`src/rtl/tx_filter_pkg.sv`:
```
// Shared definitions for the tx_filter FIR shaping block.
// Optional feature: define TX_FILTER_SAT_EN to saturate the rounded result
// to the 16-bit range instead of keeping the low 16 bits (two's-complement wrap).
package tx_filter_pkg;

  localparam int TX_NTAPS = 64;   // default number of taps (power of two)
  localparam int TX_SHIFT = 15;   // default Q-format right shift
  localparam int DATA_W   = 16;   // sample width
  localparam int COEF_W   = 16;   // coefficient width
  localparam int PROD_W   = 32;   // full product width

  typedef enum logic [1:0] {
    ST_IDLE  = 2'd0,
    ST_MAC   = 2'd1,
    ST_ROUND = 2'd2
  } tx_state_t;

  // Reduce a rounded, shifted accumulator value to the output sample width.
  function automatic logic signed [DATA_W-1:0] reduce_to_data(input logic signed [63:0] v);
    logic signed [DATA_W-1:0] res;
`ifdef TX_FILTER_SAT_EN
    if (v > 64'sd32767) begin
      res = 16'sh7FFF;
    end else if (v < -64'sd32768) begin
      res = 16'sh8000;
    end else begin
      res = v[DATA_W-1:0];
    end
`else
    res = v[DATA_W-1:0];
`endif
    return res;
  endfunction

endpackage

```
`src/rtl/tx_filter_mac.sv`:
```
// Multiply-accumulate datapath of tx_filter: product, wide accumulator,
// rounding, shift and reduction (saturate or wrap, see TX_FILTER_SAT_EN).
module tx_filter_mac
  import tx_filter_pkg::*;
#(
  parameter int NTAPS = TX_NTAPS,
  parameter int SHIFT = TX_SHIFT
) (
  input  logic                     i_clk,
  input  logic                     i_clr,
  input  logic                     i_acc_clr,
  input  logic                     i_acc_en,
  input  logic signed [DATA_W-1:0] i_x,
  input  logic signed [COEF_W-1:0] i_coef,
  input  logic                     i_round,
  output logic signed [DATA_W-1:0] o_sample
);

  // Accumulator keeps log2(NTAPS) guard bits so a full window never overflows.
  localparam int ACC_W = PROD_W + $clog2(NTAPS);
  localparam logic signed [ACC_W-1:0] RND_C = ACC_W'(64'd1 << (SHIFT - 1));

  logic signed [PROD_W-1:0] w_prod;
  logic signed [ACC_W-1:0]  w_rounded;
  logic signed [ACC_W-1:0]  w_shifted;
  logic signed [DATA_W-1:0] w_reduced;

  logic signed [ACC_W-1:0]  r_acc;
  logic signed [DATA_W-1:0] r_sample;

  assign w_prod    = i_x * i_coef;
  assign w_rounded = r_acc + RND_C;
  assign w_shifted = w_rounded >>> SHIFT;
  assign w_reduced = reduce_to_data(64'(w_shifted));
  assign o_sample  = r_sample;

  // Accumulate products during MAC and latch the rounded result in ROUND.
  always_ff @(posedge i_clk) begin
    if (i_clr) begin
      r_acc    <= '0;
      r_sample <= '0;
    end else begin
      if (i_acc_clr) begin
        r_acc <= '0;
      end else if (i_acc_en) begin
        r_acc <= r_acc + ACC_W'(w_prod);
      end
      if (i_round) begin
        r_sample <= w_reduced;
      end
    end
  end

endmodule

```
`src/rtl/tx_filter.sv`:
```
// tx_filter: NTAPS-tap FIR filter for the TX/DAC path. Holds the control FSM,
// circular delay line and pointers; arithmetic lives in tx_filter_mac.
// Optional feature: TX_FILTER_SAT_EN (saturating output, see tx_filter_pkg).
module tx_filter
  import tx_filter_pkg::*;
#(
  parameter int NTAPS = TX_NTAPS,
  parameter int SHIFT = TX_SHIFT
) (
  input  logic                       ctx_clk,
  input  logic                       rtx_rst,
  input  logic                       etx_en,
  input  logic signed [DATA_W-1:0]   isample,
  input  logic                       inew_sample,
  input  logic signed [COEF_W-1:0]   ifilter_coefficient,
  output logic [$clog2(NTAPS)-1:0]   oselect_coefficient,
  output logic signed [DATA_W-1:0]   osample,
  output logic                       osample_ready_trig,
  output logic                       obusy,
  output logic                       ooverrun
);

  localparam int PTR_W = $clog2(NTAPS);
  localparam logic [PTR_W:0] CNT_END  = (PTR_W + 1)'(NTAPS);
  localparam logic [PTR_W:0] CNT_LAST = (PTR_W + 1)'(NTAPS - 1);

  tx_state_t                r_state;
  logic signed [DATA_W-1:0] r_line [NTAPS];
  logic [PTR_W-1:0]         r_wr_ptr;
  logic [PTR_W-1:0]         r_base;     // slot of the newest sample x[n]
  logic [PTR_W:0]           r_cnt;      // tap index during MAC, runs 0..NTAPS
  logic [PTR_W-1:0]         r_sel;
  logic signed [DATA_W-1:0] r_x;        // x[n-k], aligned with coefficient k
  logic                     r_xv;
  logic                     r_acc_clr;
  logic                     r_trig;
  logic                     r_busy;
  logic                     r_overrun;

  logic [PTR_W-1:0]         w_rd_idx;
  logic                     w_clr;
  logic                     w_round;

  // Disable behaves like reset; reset simply wins when both are active.
  assign w_clr    = rtx_rst | ~etx_en;
  assign w_rd_idx = r_base - r_cnt[PTR_W-1:0];
  assign w_round  = (r_state == ST_ROUND);

  assign oselect_coefficient = r_sel;
  assign osample_ready_trig  = r_trig;
  assign obusy               = r_busy;
  assign ooverrun            = r_overrun;

  // Control FSM, delay line write/read and status flags.
  always_ff @(posedge ctx_clk) begin
    if (w_clr) begin
      r_state   <= ST_IDLE;
      r_wr_ptr  <= '0;
      r_base    <= '0;
      r_cnt     <= '0;
      r_sel     <= '0;
      r_x       <= '0;
      r_xv      <= 1'b0;
      r_acc_clr <= 1'b0;
      r_trig    <= 1'b0;
      r_busy    <= 1'b0;
      r_overrun <= 1'b0;
      for (int i = 0; i < NTAPS; i++) begin
        r_line[i] <= '0;
      end
    end else begin
      r_acc_clr <= 1'b0;
      r_xv      <= 1'b0;
      r_trig    <= 1'b0;
      if (inew_sample && (r_state != ST_IDLE)) begin
        r_overrun <= 1'b1;
      end
      case (r_state)
        ST_IDLE: begin
          if (inew_sample) begin
            r_line[r_wr_ptr] <= isample;
            r_base           <= r_wr_ptr;
            r_wr_ptr         <= r_wr_ptr + PTR_W'(1);
            r_cnt            <= '0;
            r_sel            <= '0;
            r_acc_clr        <= 1'b1;
            r_busy           <= 1'b1;
            r_state          <= ST_MAC;
          end
        end
        ST_MAC: begin
          // Delay line read is registered so x[n-k] meets coefficient k,
          // which arrives one cycle after its address.
          if (r_cnt < CNT_END) begin
            r_x  <= r_line[w_rd_idx];
            r_xv <= 1'b1;
          end
          if (r_cnt == CNT_END) begin
            r_sel   <= '0;
            r_state <= ST_ROUND;
          end else begin
            r_cnt <= r_cnt + (PTR_W + 1)'(1);
            r_sel <= (r_cnt == CNT_LAST) ? '0 : r_sel + PTR_W'(1);
          end
        end
        ST_ROUND: begin
          r_trig  <= 1'b1;
          r_busy  <= 1'b0;
          r_state <= ST_IDLE;
        end
        default: begin
          r_busy  <= 1'b0;
          r_sel   <= '0;
          r_state <= ST_IDLE;
        end
      endcase
    end
  end

  tx_filter_mac #(
    .NTAPS (NTAPS),
    .SHIFT (SHIFT)
  ) u_mac (
    .i_clk     (ctx_clk),
    .i_clr     (w_clr),
    .i_acc_clr (r_acc_clr),
    .i_acc_en  (r_xv),
    .i_x       (r_x),
    .i_coef    (ifilter_coefficient),
    .i_round   (w_round),
    .o_sample  (osample)
  );

endmodule

```
`config.mk`:
```
export PLATFORM = sky130hd
export DESIGN_NAME = tx_filter
export DESIGN_NICKNAME = d
export VERILOG_FILES = /design/src/rtl/tx_filter_pkg.sv /design/src/rtl/tx_filter_mac.sv /design/src/rtl/tx_filter.sv
export SDC_FILE = /design/constraint.sdc
export NUM_CORES = 2
export LEC_CHECK = 0
export CORE_UTILIZATION = 35
export DETAILED_ROUTE_END_ITERATION = 7
export PLACE_DENSITY = 0.54
export SYNTH_ARGS = -nofsm -noshare
export SYNTH_HDL_FRONTEND = slang
export SYNTH_SLANG_ARGS = --single-unit
```
`constraint.sdc`:
```
create_clock -name ctx_clk -period 6.3 [get_ports ctx_clk]
set_input_delay 0.945 -clock ctx_clk [delete_from_list [all_inputs] [get_ports ctx_clk]]
set_output_delay 0.945 -clock ctx_clk [all_outputs]
set_load 0.1 [all_outputs]
```
==> run metrics <==
PortBufs 60; adder-cell share of the synthesized area 0.115; Yosys reg bits 1,119; Die Wd 420 um; Switch Pwr 0.00406 W; Synth Flop Type edfxtp_1; R2R Setup Slk 0.26 ns; I/O pin cnt 61; Detail Route Antenna Nets 0; r2r startpoint r_x[9]$_SDFFE_PP0P_; Total GRT Usage 0.195; fraction of layout cells with a size suffix above 1 0.186; sequential area share after synthesis 0.534; Synth Area per Inst 13.7 sq um; setup violators final 0; vias in the first global route 36.7k; Mapped Area 61,100 sq um; Worst setup SP type input port; Tightest Pin Transition 1.26 ns; largest family of logic cells by synthesized area simple AND/OR/NAND/NOR gates; Layout area overhead 14.5%; Sw Share 0.235; fill count 16.1k; worst reg-to-reg path cell count 22; Crit. Startpoint ifilter_coefficient[10]; CTS Root Cell clkbuf_16; critical path class input port to flop; largest net degree at the start of global routing 65; compound-gate portion of the synthesized area 0.0209; min-delay src ooverrun$_SDFFE_PP0P_; Synth top area share 0.503; Worst setup EP type flop; total of max-cap violations 0; Net Count, Synth 4,898; Critical Path RT 6.93 ns; Flop pwr share 0.492; Initial DRC Count 2,815; DP Worst Slack -0.853 ns; Initial DRT Pass Iterations 5; clock power share 0.434; DRC viols 0; post-synthesis async set-or-reset flop share 0; final wirelength 170,000 um; status finished clean; critical-path maximum fanout 3; PD cells 246 nW/um^2; VDD IR max 223 uV; Synth Warn # 0; XOR/XNOR Fraction of Synth Area 0.00958; Hold Path Depth 2; routed len/inst 24.1 um; Pins Over Slew Limit 0; global placement routability congestion 0.818; Worst Clk Skew 0.0485 ns; initial antenna violation count 5; Die H 420 um; vias 35.1k; worst reg2reg endpoint u_mac.r_acc[28]$_SDFFE_PP0P_; Hold-fix buffers, CTS 0; gr ovfl total 0; Worst slew margin 0.159; area leader, netlist edfxtp_1; routed vias/inst 4.98; clk buf depth 3; fmax 165 MHz; number of flops mapped to enable cells by yosys 1,024; Critical Path AT 6.69 ns; starting density of the core 0.352; worst hold-check path type flop to flop; Synth Area in Simple Gates 0.155; CTS Buf Count 132; Final Hold Fails 0; H-tree Lvls 4; count of cell types in the netlist 60; total power 0.0172 W; Hold EP ooverrun$_SDFFE_PP0P_; Area contributors post-synth edfxtp_1, mux4_2, and2_1; multiplexer area fraction after synthesis 0.121; worst skew pair latency 0.78 ns; Final WS setup 0.237 ns; first-pass GRT wire length 251,000 um; fin crit period 6.06 ns; clk slew on worst S/H paths 0.05 ns; Post-layout nets 5,035; CORE AREA 174,000 sq um; unrepaired setup endpoints after global routing no; combinational share of power 0.073; Internal 0.0132 W; CTS tree yes; Sink Count 1,119; row count 153; post-synthesis cell count 4,471; Tcrit/Tclk final 0.962; P_leak 27.6 nW; hpwl dp 109,000 um; die footprint 176,000 sq um
-- area by class of cell --
| cell class | instances | area (sq um) | share of cell area |
|---|---|---|---|
| flip-flops and latches | 1119 | 32700 | 0.467 |
| multi-input cells | 2673 | 26000 | 0.372 |
| clock buffers | 165 | 3490 | 0.0499 |
| repair buffers | 344 | 2910 | 0.0416 |
| well taps | 2325 | 2910 | 0.0416 |
| inverters | 338 | 1270 | 0.0181 |
| clock inverters | 69 | 699 | 0.0100 |
| diodes | 2 | 5.00 | 0.0000715 |
-- how the worst max path moves through the flow --
stage | end | slack [ns]
finish | u_mac.r_acc[29]$_SDFFE_PP0P_ | 0.24
global route | u_mac.r_acc[29]$_SDFFE_PP0P_ | 0.007
CTS | u_mac.r_acc[24]$_SDFFE_PP0P_ | 0.04
detailed placement | u_mac.r_acc[30]$_SDFFE_PP0P_ | -0.85
global placement | u_mac.r_acc[28]$_SDFFE_PP0P_ | -0.82
floorplan | u_mac.r_acc[30]$_SDFFE_PP0P_ | -0.03
-- state kept, by name, indices dropped and copies added, names as in the netlist, 6 cells and up --
register,count
r_line,1024
u_mac.r_acc,31
r_x,16
u_mac.o_sample,16
r_cnt,7
oselect_coefficient,6
r_base,6
r_wr_ptr,6
-- layer usage --
metal	vias to the layer above	global-route usage	wire, um
met4	0	0.0428	2990
met3	172	0.0307	8080
met1	18376	0.264	74500
met5	-	0	0
li1	15741	-	-
met2	775	0.329	84100
-- critical path, stage by stage --
cell and delay (ns):
clkdlybuf4s50_1 0.40, buf_4 0.17, and2_1 0.18, fa_1 0.53
inv_1 0.06, fa_1 0.53, inv_1 0.06, fa_1 0.50
fa_1 0.44, fa_1 0.49, inv_1 0.05, fa_1 0.47
inv_1 0.04, ha_1 0.28, nand3_1 0.12, buf_4 0.16
nor3b_4 0.18, a211oi_2 0.06, o31a_1 0.16, buf_4 0.17
o311a_4 0.31, a21oi_1 0.18, xnor2_1 0.13, o21ai_0 0.08
-- cells in the mapped netlist, types with 3 or more instances --
| cell | instances |
|---|---|
| and2_1 | 1142 |
| edfxtp_1 | 1024 |
| inv_1 | 336 |
| mux4_2 | 320 |
| fa_1 | 286 |
| clkbuf_1 | 262 |
| nand2_1 | 244 |
| nor2_1 | 131 |
| ha_1 | 105 |
| dfxtp_1 | 95 |
| o21ai_0 | 89 |
| nand3_1 | 49 |
| xnor2_1 | 41 |
| a21oi_1 | 39 |
| buf_2 | 28 |
| xor2_1 | 24 |
| or3_1 | 22 |
| buf_1 | 21 |
| a211oi_1 | 20 |
| buf_4 | 20 |
| mux2i_1 | 20 |
| nor2_2 | 18 |
| a32o_1 | 16 |
| nand4_1 | 11 |
| a21o_1 | 10 |
| nand2b_1 | 10 |
| nand3b_1 | 8 |
| clkbuf_2 | 7 |
| and3_1 | 6 |
| or2_2 | 6 |
| nor2b_1 | 5 |
| o211ai_1 | 5 |
| o21a_1 | 5 |
| nor3_1 | 4 |
| a311oi_1 | 3 |
| a31oi_1 | 3 |
| buf_6 | 3 |
-- power groups by stage --
| stage | clock network (W) | registers (W) | logic (W) |
|---|---|---|---|
| after floorplan | 0 | 0.00862 | 0.000728 |
| after detailed placement | 0 | 0.00865 | 0.00126 |
| after global routing | 0.00793 | 0.00852 | 0.00136 |
| after CTS | 0.00764 | 0.00849 | 0.00127 |
| final | 0.00749 | 0.00849 | 0.00126 |
| after global placement | 0 | 0.00863 | 0.00126 |
-- what timing repair did --
action | 4_1_cts | 5_1_grt
gates cloned | 0 | 2
pin swaps | 0 | 20
setup endpoints to repair | 2 | 12
gates resized for setup | 2 | 35
setup buffers | 0 | 3
-- cell usage in the layout (no fill, tap or decap), drive strengths merged, types with 10 or more instances in the layout --
cell | synthesis | final
o21ai | 91 | 91
nor2 | 151 | 151
nand2 | 245 | 245
nand2b | 10 | 10
mux2i | 20 | 20
clkdlybuf4s50 | 0 | 34
ha | 105 | 105
clkinv | 1 | 55
xnor2 | 42 | 42
a21o | 10 | 10
nand3 | 49 | 49
clkbuf | 269 | 167
a32o | 16 | 16
and2 | 1142 | 1142
dfxtp | 95 | 95
inv | 337 | 342
a21oi | 39 | 39
edfxtp | 1024 | 1024
or3 | 22 | 22
dlymetal6s2s | 0 | 10
mux4 | 320 | 320
xor2 | 24 | 24
a211oi | 20 | 20
nand4 | 11 | 11
buf | 72 | 298
fa | 286 | 286
-- cell families (layout without fill, tap and decap cells) --
logic type,after synthesis,after routing
and+or+nand+nor,1670,1670
adders and majority gates,391,391
xor gates and xnor gates,66,66
DFF,1119,1119
buffers and inverters,679,916
AOI/OAI and AO/OA,206,206
muxes,340,340
other,0,2
-- through the flow --
step                setup TNS, ns  instances   util  instance area (sq um)  hold WS (ns)
global route                    0       7033  0.403                  70000         0.489
finish                          0       7035  0.403                  70000         0.452
global placement           -10.07       6794  0.378                  65600         0.444
CTS                             0       7028  0.402                  69800         0.463
floorplan                 -0.0252       4471      -                  61100         0.436
detailed placement         -10.75       6794  0.378                  65600         0.455
(Power assumes the default switching activity.)
